File: src/rtl/sha1_msg_padder.sv
// SHA-1 message padder: packs a byte stream into 512-bit blocks and appends 0x80, zero fill and the 64-bit length.
// Optional status outputs (msg_bits, blk_count) are enabled by defining SHA1_PAD_STATUS_EN.
module sha1_msg_padder (
   input  logic         clk,
   input  logic         reset,
   input  logic [7:0]   in_data,
   input  logic         in_valid,
   input  logic         in_last,
   output logic         in_ready,
   output logic [511:0] blk_data,
   output logic         blk_valid,
   input  logic         blk_ready,
   output logic         blk_last
`ifdef SHA1_PAD_STATUS_EN
   ,
   output logic [63:0]  msg_bits,
   output logic [15:0]  blk_count
`endif
);

   typedef enum logic [1:0] {S_FILL, S_EMIT, S_TAIL} state_t;

   state_t        state_q, state_d;
   logic [5:0]    idx_q, idx_d;
   logic [60:0]   cnt_q, cnt_d;
   logic [511:0]  blk_q, blk_d;
   logic [63:0]   len_q, len_d;
   logic          tail_pend_q, tail_pend_d;
   logic          tail_80_q, tail_80_d;
   logic          blk_valid_q, blk_valid_d;
   logic          blk_last_q, blk_last_d;

   logic [60:0]   cnt_inc;
   logic [63:0]   bits_inc;
   logic [5:0]    idx_inc;
   logic [8:0]    wr_pos;
   logic [8:0]    mk_pos;

`ifdef SHA1_PAD_STATUS_EN
   logic [63:0]   msg_bits_q, msg_bits_d;
   logic [15:0]   blk_count_q, blk_count_d;
`endif

   // Byte i of the block sits at bits [511-8i -: 8]; 511-8i is the bitwise inverse of 8i in 9 bits.
   assign cnt_inc  = cnt_q + 61'd1;
   assign bits_inc = {cnt_inc, 3'b000};
   assign idx_inc  = idx_q + 6'd1;
   assign wr_pos   = ~{idx_q, 3'b000};
   assign mk_pos   = ~{idx_inc, 3'b000};

   always_comb begin
      state_d     = state_q;
      idx_d       = idx_q;
      cnt_d       = cnt_q;
      blk_d       = blk_q;
      len_d       = len_q;
      tail_pend_d = tail_pend_q;
      tail_80_d   = tail_80_q;
      blk_valid_d = blk_valid_q;
      blk_last_d  = blk_last_q;
      case (state_q)
         S_FILL: begin
            if (in_valid) begin
               blk_d[wr_pos -: 8] = in_data;
               cnt_d = cnt_inc;
               if (in_last) begin
                  len_d       = bits_inc;
                  state_d     = S_EMIT;
                  blk_valid_d = 1'b1;
                  if (idx_q <= 6'd54) begin
                     blk_d[mk_pos -: 8] = 8'h80;
                     blk_d[63:0]        = bits_inc;
                     blk_last_d         = 1'b1;
                  end else if (idx_q != 6'd63) begin
                     // Marker fits but the length does not: length goes in a tail block.
                     blk_d[mk_pos -: 8] = 8'h80;
                     tail_pend_d        = 1'b1;
                     tail_80_d          = 1'b0;
                     blk_last_d         = 1'b0;
                  end else begin
                     tail_pend_d = 1'b1;
                     tail_80_d   = 1'b1;
                     blk_last_d  = 1'b0;
                  end
               end else if (idx_q == 6'd63) begin
                  state_d     = S_EMIT;
                  blk_valid_d = 1'b1;
                  blk_last_d  = 1'b0;
               end else begin
                  idx_d = idx_inc;
               end
            end
         end
         S_EMIT: begin
            if (blk_ready) begin
               blk_valid_d = 1'b0;
               blk_last_d  = 1'b0;
               if (blk_last_q) cnt_d = '0;
               if (tail_pend_q) begin
                  state_d = S_TAIL;
               end else begin
                  state_d = S_FILL;
                  idx_d   = '0;
                  blk_d   = '0;
               end
            end
         end
         S_TAIL: begin
            blk_d = '0;
            if (tail_80_q) blk_d[511:504] = 8'h80;
            blk_d[63:0] = len_q;
            blk_last_d  = 1'b1;
            blk_valid_d = 1'b1;
            tail_pend_d = 1'b0;
            state_d     = S_EMIT;
         end
         default: state_d = S_FILL;
      endcase
   end

`ifdef SHA1_PAD_STATUS_EN
   always_comb begin
      msg_bits_d  = msg_bits_q;
      blk_count_d = blk_count_q;
      if (blk_valid_q && blk_ready) begin
         blk_count_d = blk_count_q + 16'd1;
         if (blk_last_q) msg_bits_d = len_q;
      end
   end
`endif

   always_ff @(posedge clk) begin
      if (reset) begin
         state_q     <= S_FILL;
         idx_q       <= '0;
         cnt_q       <= '0;
         blk_q       <= '0;
         len_q       <= '0;
         tail_pend_q <= 1'b0;
         tail_80_q   <= 1'b0;
         blk_valid_q <= 1'b0;
         blk_last_q  <= 1'b0;
`ifdef SHA1_PAD_STATUS_EN
         msg_bits_q  <= '0;
         blk_count_q <= '0;
`endif
      end else begin
         state_q     <= state_d;
         idx_q       <= idx_d;
         cnt_q       <= cnt_d;
         blk_q       <= blk_d;
         len_q       <= len_d;
         tail_pend_q <= tail_pend_d;
         tail_80_q   <= tail_80_d;
         blk_valid_q <= blk_valid_d;
         blk_last_q  <= blk_last_d;
`ifdef SHA1_PAD_STATUS_EN
         msg_bits_q  <= msg_bits_d;
         blk_count_q <= blk_count_d;
`endif
      end
   end

   // Gating with reset keeps in_ready low for the whole reset, then high on the first free cycle.
   assign in_ready  = (state_q == S_FILL) && !reset;
   assign blk_data  = blk_q;
   assign blk_valid = blk_valid_q;
   assign blk_last  = blk_last_q;
`ifdef SHA1_PAD_STATUS_EN
   assign msg_bits  = msg_bits_q;
   assign blk_count = blk_count_q;
`endif

endmodule
File: config.mk
export PLATFORM = sky130hd
export DESIGN_NAME = sha1_msg_padder
export DESIGN_NICKNAME = d
export VERILOG_FILES = /design/src/rtl/sha1_msg_padder.sv
export SDC_FILE = /design/constraint.sdc
export NUM_CORES = 2
export LEC_CHECK = 0
export BUFFER_PORTS_ARGS = -buffer_cell sky130_fd_sc_hd__buf_2
export CELL_PAD_IN_SITES_DETAIL_PLACEMENT = 0
export CELL_PAD_IN_SITES_GLOBAL_PLACEMENT = 1
export CORE_ASPECT_RATIO = 0.5
export CORE_MARGIN = 5
export CORE_UTILIZATION = 45
export DETAILED_ROUTE_END_ITERATION = 10
export HOLD_SLACK_MARGIN = 0.15
export PLACE_DENSITY = 0.84
export SYNTH_ARGS = -nofsm -noshare
export SYNTH_HDL_FRONTEND = slang
export SYNTH_SLANG_ARGS = --single-unit
File: constraint.sdc
create_clock -name clk -period 4 [get_ports clk]
set_clock_uncertainty 0.1 [all_clocks]
set_input_delay 0.4 -clock clk [delete_from_list [all_inputs] [get_ports clk]]
set_output_delay 0.4 -clock clk [all_outputs]
set_load 0.1 [all_outputs]
### Yosys cells after proc, flatten, opt, wreduce, memory -nomap -nowiden

Index checks and enable logic that the tools add are counted.

* register bits: 646
* input port bits: 13
* output and inout port bits: 515
* word-level logic and storage cells: 89

* add/subtract/negate cells: 4
* $lt $le $gt $ge: 1
* equal/unequal tests: 13
* shift-type cells: 4
* mux-type cells: 41
* bitwise gates (word level): 3
* reductions and logical operators: 14

Operator list (number)
* $mux W512: 6
* $pmux W512 S3: 1
* $shift A8 B11 Y519 const A: 2
* $bwmux W512: 2
* $shiftx A8 B11 Y519: 1
* $shiftx A8 B11 Y519 const A: 1
* $mux W61: 3
* $pmux W61 S2: 1
* $add A61 B1 Y61 const B: 1
* $mux W6: 5
* $neg A9 Y11: 2
* $reduce_and A4 Y1: 5
* $not A9 Y9: 2
* $ne A2 B2 Y1 const B: 8
* $mux W1: 12
* $pmux W6 S2: 1
* $mux W2: 5
* $mux W8: 1
* $add A6 B1 Y6 const B: 1
* $eq A6 B6 Y1 const B: 1
* $le A6 B6 Y1 const B: 1
* $ne A6 B6 Y1 const B: 1
* $pmux W1 S3: 2
* $pmux W2 S3: 1
* other kinds (12): 14

### Depth between registers and ports, before layout

* depth in word-level cells: 10
* depth in mapped cells: 12
* gate-level depth less buffers: 8

### Least setup slack after synthesis

Ideal clock, no wire load.

* path type: in2out
* start point: input port reset
* end point: output port in_ready
* arrival: 2.257 ns
* data required time: 3.500 ns
* slack: 1.243 ns
* stages on the path: 4
* buffers on the path: 3
* cell sequence: clkbuf_1 clkbuf_1 buf_1 nor2_1

* word-level cells in the longest chain between the ends: 2

Ends and longest elaborated chain
* start: declaration: line 5 `input logic reset,`
* $logic_not A1 Y1: line 165 `assign in_ready = (state_q == S_FILL) && !reset;`
* $logic_and A1 B1 Y1: line 165
* end: declaration: line 9 `output logic in_ready,`

Every way passes these cells.

### Worst setup path in the final report

* start point: register idx_q[1]
* end point: register blk_q[116] (netlist: blk_data[116])

* word-level cells in the longest chain between the ends: 10
* elaborated cells between the ends (all ways): 18
* those cells by class: add/sub: 3; order compare: 1; eq/ne: 1; shift: 4; mux: 7; bitwise: 2

Ends and longest elaborated chain
* start: declaration: line 24 `logic [5:0] idx_q, idx_d;`
* start signal: assignment: line 149 `idx_q <= idx_d;`
* $add A6 B1 Y6 / $not A9 Y9 (equally long branches): line 47, 48
* $not A9 Y9 / $neg A9 Y11 (equally long branches): line 49, 64
* $neg A9 Y11 (tied with other cells): line 71, 76
* $shiftx A8 B11 Y519 (tied with other cells): line 71, 76
* $bwmux W512: line 71, 76
* $mux W512: line 74 `end else if (idx_q != 6'd63) begin`
* $mux W512: line 70 `if (idx_q <= 6'd54) begin`
* $mux W512 (*): line 66 `if (in_last) begin`
* $mux W512 (*): line 63 `if (in_valid) begin`
* $pmux W512 S3 (*): line 61 `case (state_q)`
* end signal: assignment: line 151 `blk_q <= blk_d;`
* end: declaration: line 26 `logic [511:0] blk_q, blk_d;`

Mark *: on every way between the ends. The rest lies on a longest branch, timed or not. The select of a mux whose other input is x is not followed.
A chain may end at the register's enable or synchronous reset.

==> run summary <==
Outcome - complete, no violations
Seq cells post-synth - 646
Netlist Area Pre-Place - 28500 sq um
PortBufs - 527
DR DRC count - 0
# setup viols final - 0
CP Max Fanout - 14
Synth warn - 0
Final ANT Viol Nets - 0
RSZ-0062 raised after global routing - no
Clk buf depth - 3
Top Ports - 528
Setup CP Type - reg2reg
Hold Path Depth - 5
P_leak - 13.3 nW
Post-cts gate resize count - 0
Final worst-path setup slack - 0.378 ns
Reg2reg start - idx_q[1]
VDD IR-drop max - 0.000243 V
Critical Path Sink Type - register
Die span in x - 366 um
Setup WS pre-CTS - 0.608 ns
Drt pass-1 iters - 9
CP max stage cell - nor3_1
Final period utilization - 90.5%
Die area - 68700 sq um
Area of the core - 62900 sq um
Multiplexer area fraction after synthesis - 0.316%
Yosys cell types - 92
GRT Residual Overflow - 0
Worst reg2reg path depth - 7
Clock tree sinks - 646
DR vias - 29900
Reg-to-reg slack, setup - 0.38 ns
TNS Setup - 0 ns
Post-Synth XOR/XNOR Area - 1.63%
Post-Syn Nets - 3297
Power density over cell area - 431 nW/um^2
Slew HR - 26.0%
CP Launch Type - register
Hold Startpoint - in_data[7]
R2r endpoint - blk_data[116]
Detailed Route Iter0 Violations - 4472
Final min period - 3.62 ns
Post-CTS setup buffer count - 0
Simple logic cell fraction of the synthesized area - 18.2%
Dpl hpwl - 88.8 mm
GRT Overall Usage - 33.7%
Achievable Freq - 276 MHz
WP data required - 4.46 ns
CTS root buffer - clkbuf_16
Ys flop type - dfxtp_1
Post-synth EDFFs - 0
Final #Nets - 3735
Maximum number of pins on one net before global-route repair - 99
Routed vias/inst - 6.50
Largest family of logic cells by synthesized area - compound AO/OA/AOI/OAI gates
Fin util - 54.1%
Compound-gate portion of the synthesized area - 29.8%
Placer Congestion - 0.971
Post-synth ARST share - 0%
Vias in the first global route - 27200
Slew Viols, Final - 0
Cells along the critical path - ha_1 > a21oi_1 > o211ai_1 > nand2b_1 > nor2_1 > nor3_1 > a22o_1
Die Ht - 188 um
Initial Utilization - 45.3%
Final Hold Fails - 0
Synth Instances - 3274
Hold WC Path Type - in2reg
Layout cells sized above 1 - 21.0%
Seq/Total Area, Yosys - 45.4%
Number of H-tree levels - 2
Number of max-cap violations - 0
FP Rows - 65
Actual slew at the worst max-slew pin - 1.11 ns
Critical path's largest stage delay - 0.78 ns
Hold buffers post-CTS - 5
CTS tree - done
Layout area overhead - 19.5%
Worst skew pair latency - 0.64 ns
First-pass GRT wire length - 180 mm
Register clock-pin slew on the reported worst setup and hold paths - 0.08 ns
Syn avg cell area - 8.70 sq um
Avg WL per Cell - 26.8 um
Total wire length - 123 mm
Initial antenna violation count - 7
Post-Synth Adder-Cell Area - 0.439%
TritonCTS buffer count - 58
Worst min-delay path endpoint - blk_data[71]
Critical path arrival - 4.08 ns
[area by class of cell]
| class | instances | area (sq um) |
|---|---|---|
| sequential | 646 | 12900 |
| clock inverter | 23 | 302 |
| clock buffer | 82 | 1670 |
| multi-input combinational | 2339 | 14400 |
| tap | 837 | 1050 |
| antenna | 4 | 10.0 |
| inverter | 31 | 116 |
| timing repair buffer | 636 | 3530 |
| fill | 5906 | 28800 |
[worst max-delay path: cells and delay by family, from the launching register on]
| family | cells | cell delay (ns) |
|---|---|---|
| adder cells (fa/ha/maj) | 1 | 0.64 |
| AND/OR/NAND/NOR | 3 | 1.54 |
| flip-flops | 1 | 0.63 |
| AO/OA/AOI/OAI | 3 | 0.63 |
[layout by cell type (no fill, tap or decap), drive strengths merged, types with 22 or more instances in the layout]
cell,n
a211oi,62
a21oi,222
a221oi,22
a22o,118
a31oi,64
and2,26
and3,64
buf,631
clkbuf,82
dfxtp,646
inv,33
nand2,286
nand2b,22
nand3,114
nand4,46
nor2,306
nor3,82
nor4,29
o211ai,29
o21ai,260
o2bb2ai,232
or3,22
xnor2,23
xor2,30
[Yosys cell counts, drive strengths merged (10+ instances only)]
library cell | number | share of area (%)
o2bb2ai | 232 | 7.1
a31oi | 64 | 1.4
nor2 | 306 | 4.1
nor3 | 82 | 1.6
nand2b | 22 | 0.49
clkbuf | 179 | 2.4
dfxtp | 646 | 45
nand2 | 286 | 3.8
a211oi | 62 | 1.7
ha | 10 | 0.44
nor4 | 29 | 0.90
nand3 | 114 | 2.1
o21ai | 260 | 4.6
nand4 | 46 | 1.0
a22oi | 17 | 0.45
a222oi | 10 | 0.35
inv | 29 | 0.38
nor2b | 15 | 0.33
a21oi | 222 | 4.0
buf | 79 | 1.4
and3 | 64 | 1.4
a211o | 10 | 0.31
xnor2 | 23 | 0.71
a22o | 118 | 3.6
and2 | 26 | 0.57
xor2 | 30 | 0.92
o22ai | 20 | 0.44
or3 | 22 | 0.48
o211ai | 29 | 0.78
a221oi | 22 | 0.70
or4 | 20 | 0.54
a21o | 16 | 0.42
o21a | 11 | 0.29
[metal layers]
metal  up-vias  routed length [um]  track usage, %
li1      13200                   -               -
met1     14500               49700            45.8
met2      1842               52800            50.5
met3       386               13600            8.15
met4         4                6980            16.0
met5         -                  47               0
[worst max path at each step]
stage	start	endpoint	slack [ns]	cells past startpoint
final	idx_q[1]	blk_data[116]	0.38	7
after global placement	state_q[0]	blk_data[200]	0.06	8
after detailed placement	idx_q[1]	blk_data[246]	0.61	7
after global routing	idx_q[1]	blk_data[114]	0.24	7
after floorplan	reset	in_ready	1.24	4
after CTS	idx_q[1]	blk_data[246]	0.56	7
[logic make-up after synthesis]
logic type	after synthesis
AOI/OAI and AO/OA	1200
muxes	9
and+or+nand+nor	1067
buffers and inverters	289
xor gates and xnor gates	53
adders and majority gates	10
DFF	646
[state kept, by name, summed over array words and instances (netlist names)]
signal	flops
blk_valid	1
tail_80_q	1
idx_q	6
len_q	61
state_q	2
blk_data	512
cnt_q	61
blk_last	1
tail_pend_q	1
[power breakdown]
part,internal [mW],switching [mW]
Clock,3.31,2.65
Combinational,0.432,1.67
Sequential,6.53,0.0683
Total,10.3,4.38
[stage by stage]
stage | hold slack, ns | cells | cell area, sq um | power, mW
floorplan | 0.332 | 3274 | 28500 | 8.05
global placement | 0.333 | 4483 | 32000 | 8.74
detailed placement | 0.334 | 4484 | 32000 | 8.76
CTS | 0.180 | 4594 | 34000 | 14.6
global route | 0.227 | 4596 | 34000 | 15.0
finish | 0.214 | 4598 | 34000 | 14.7
(Power assumes the default switching activity.)
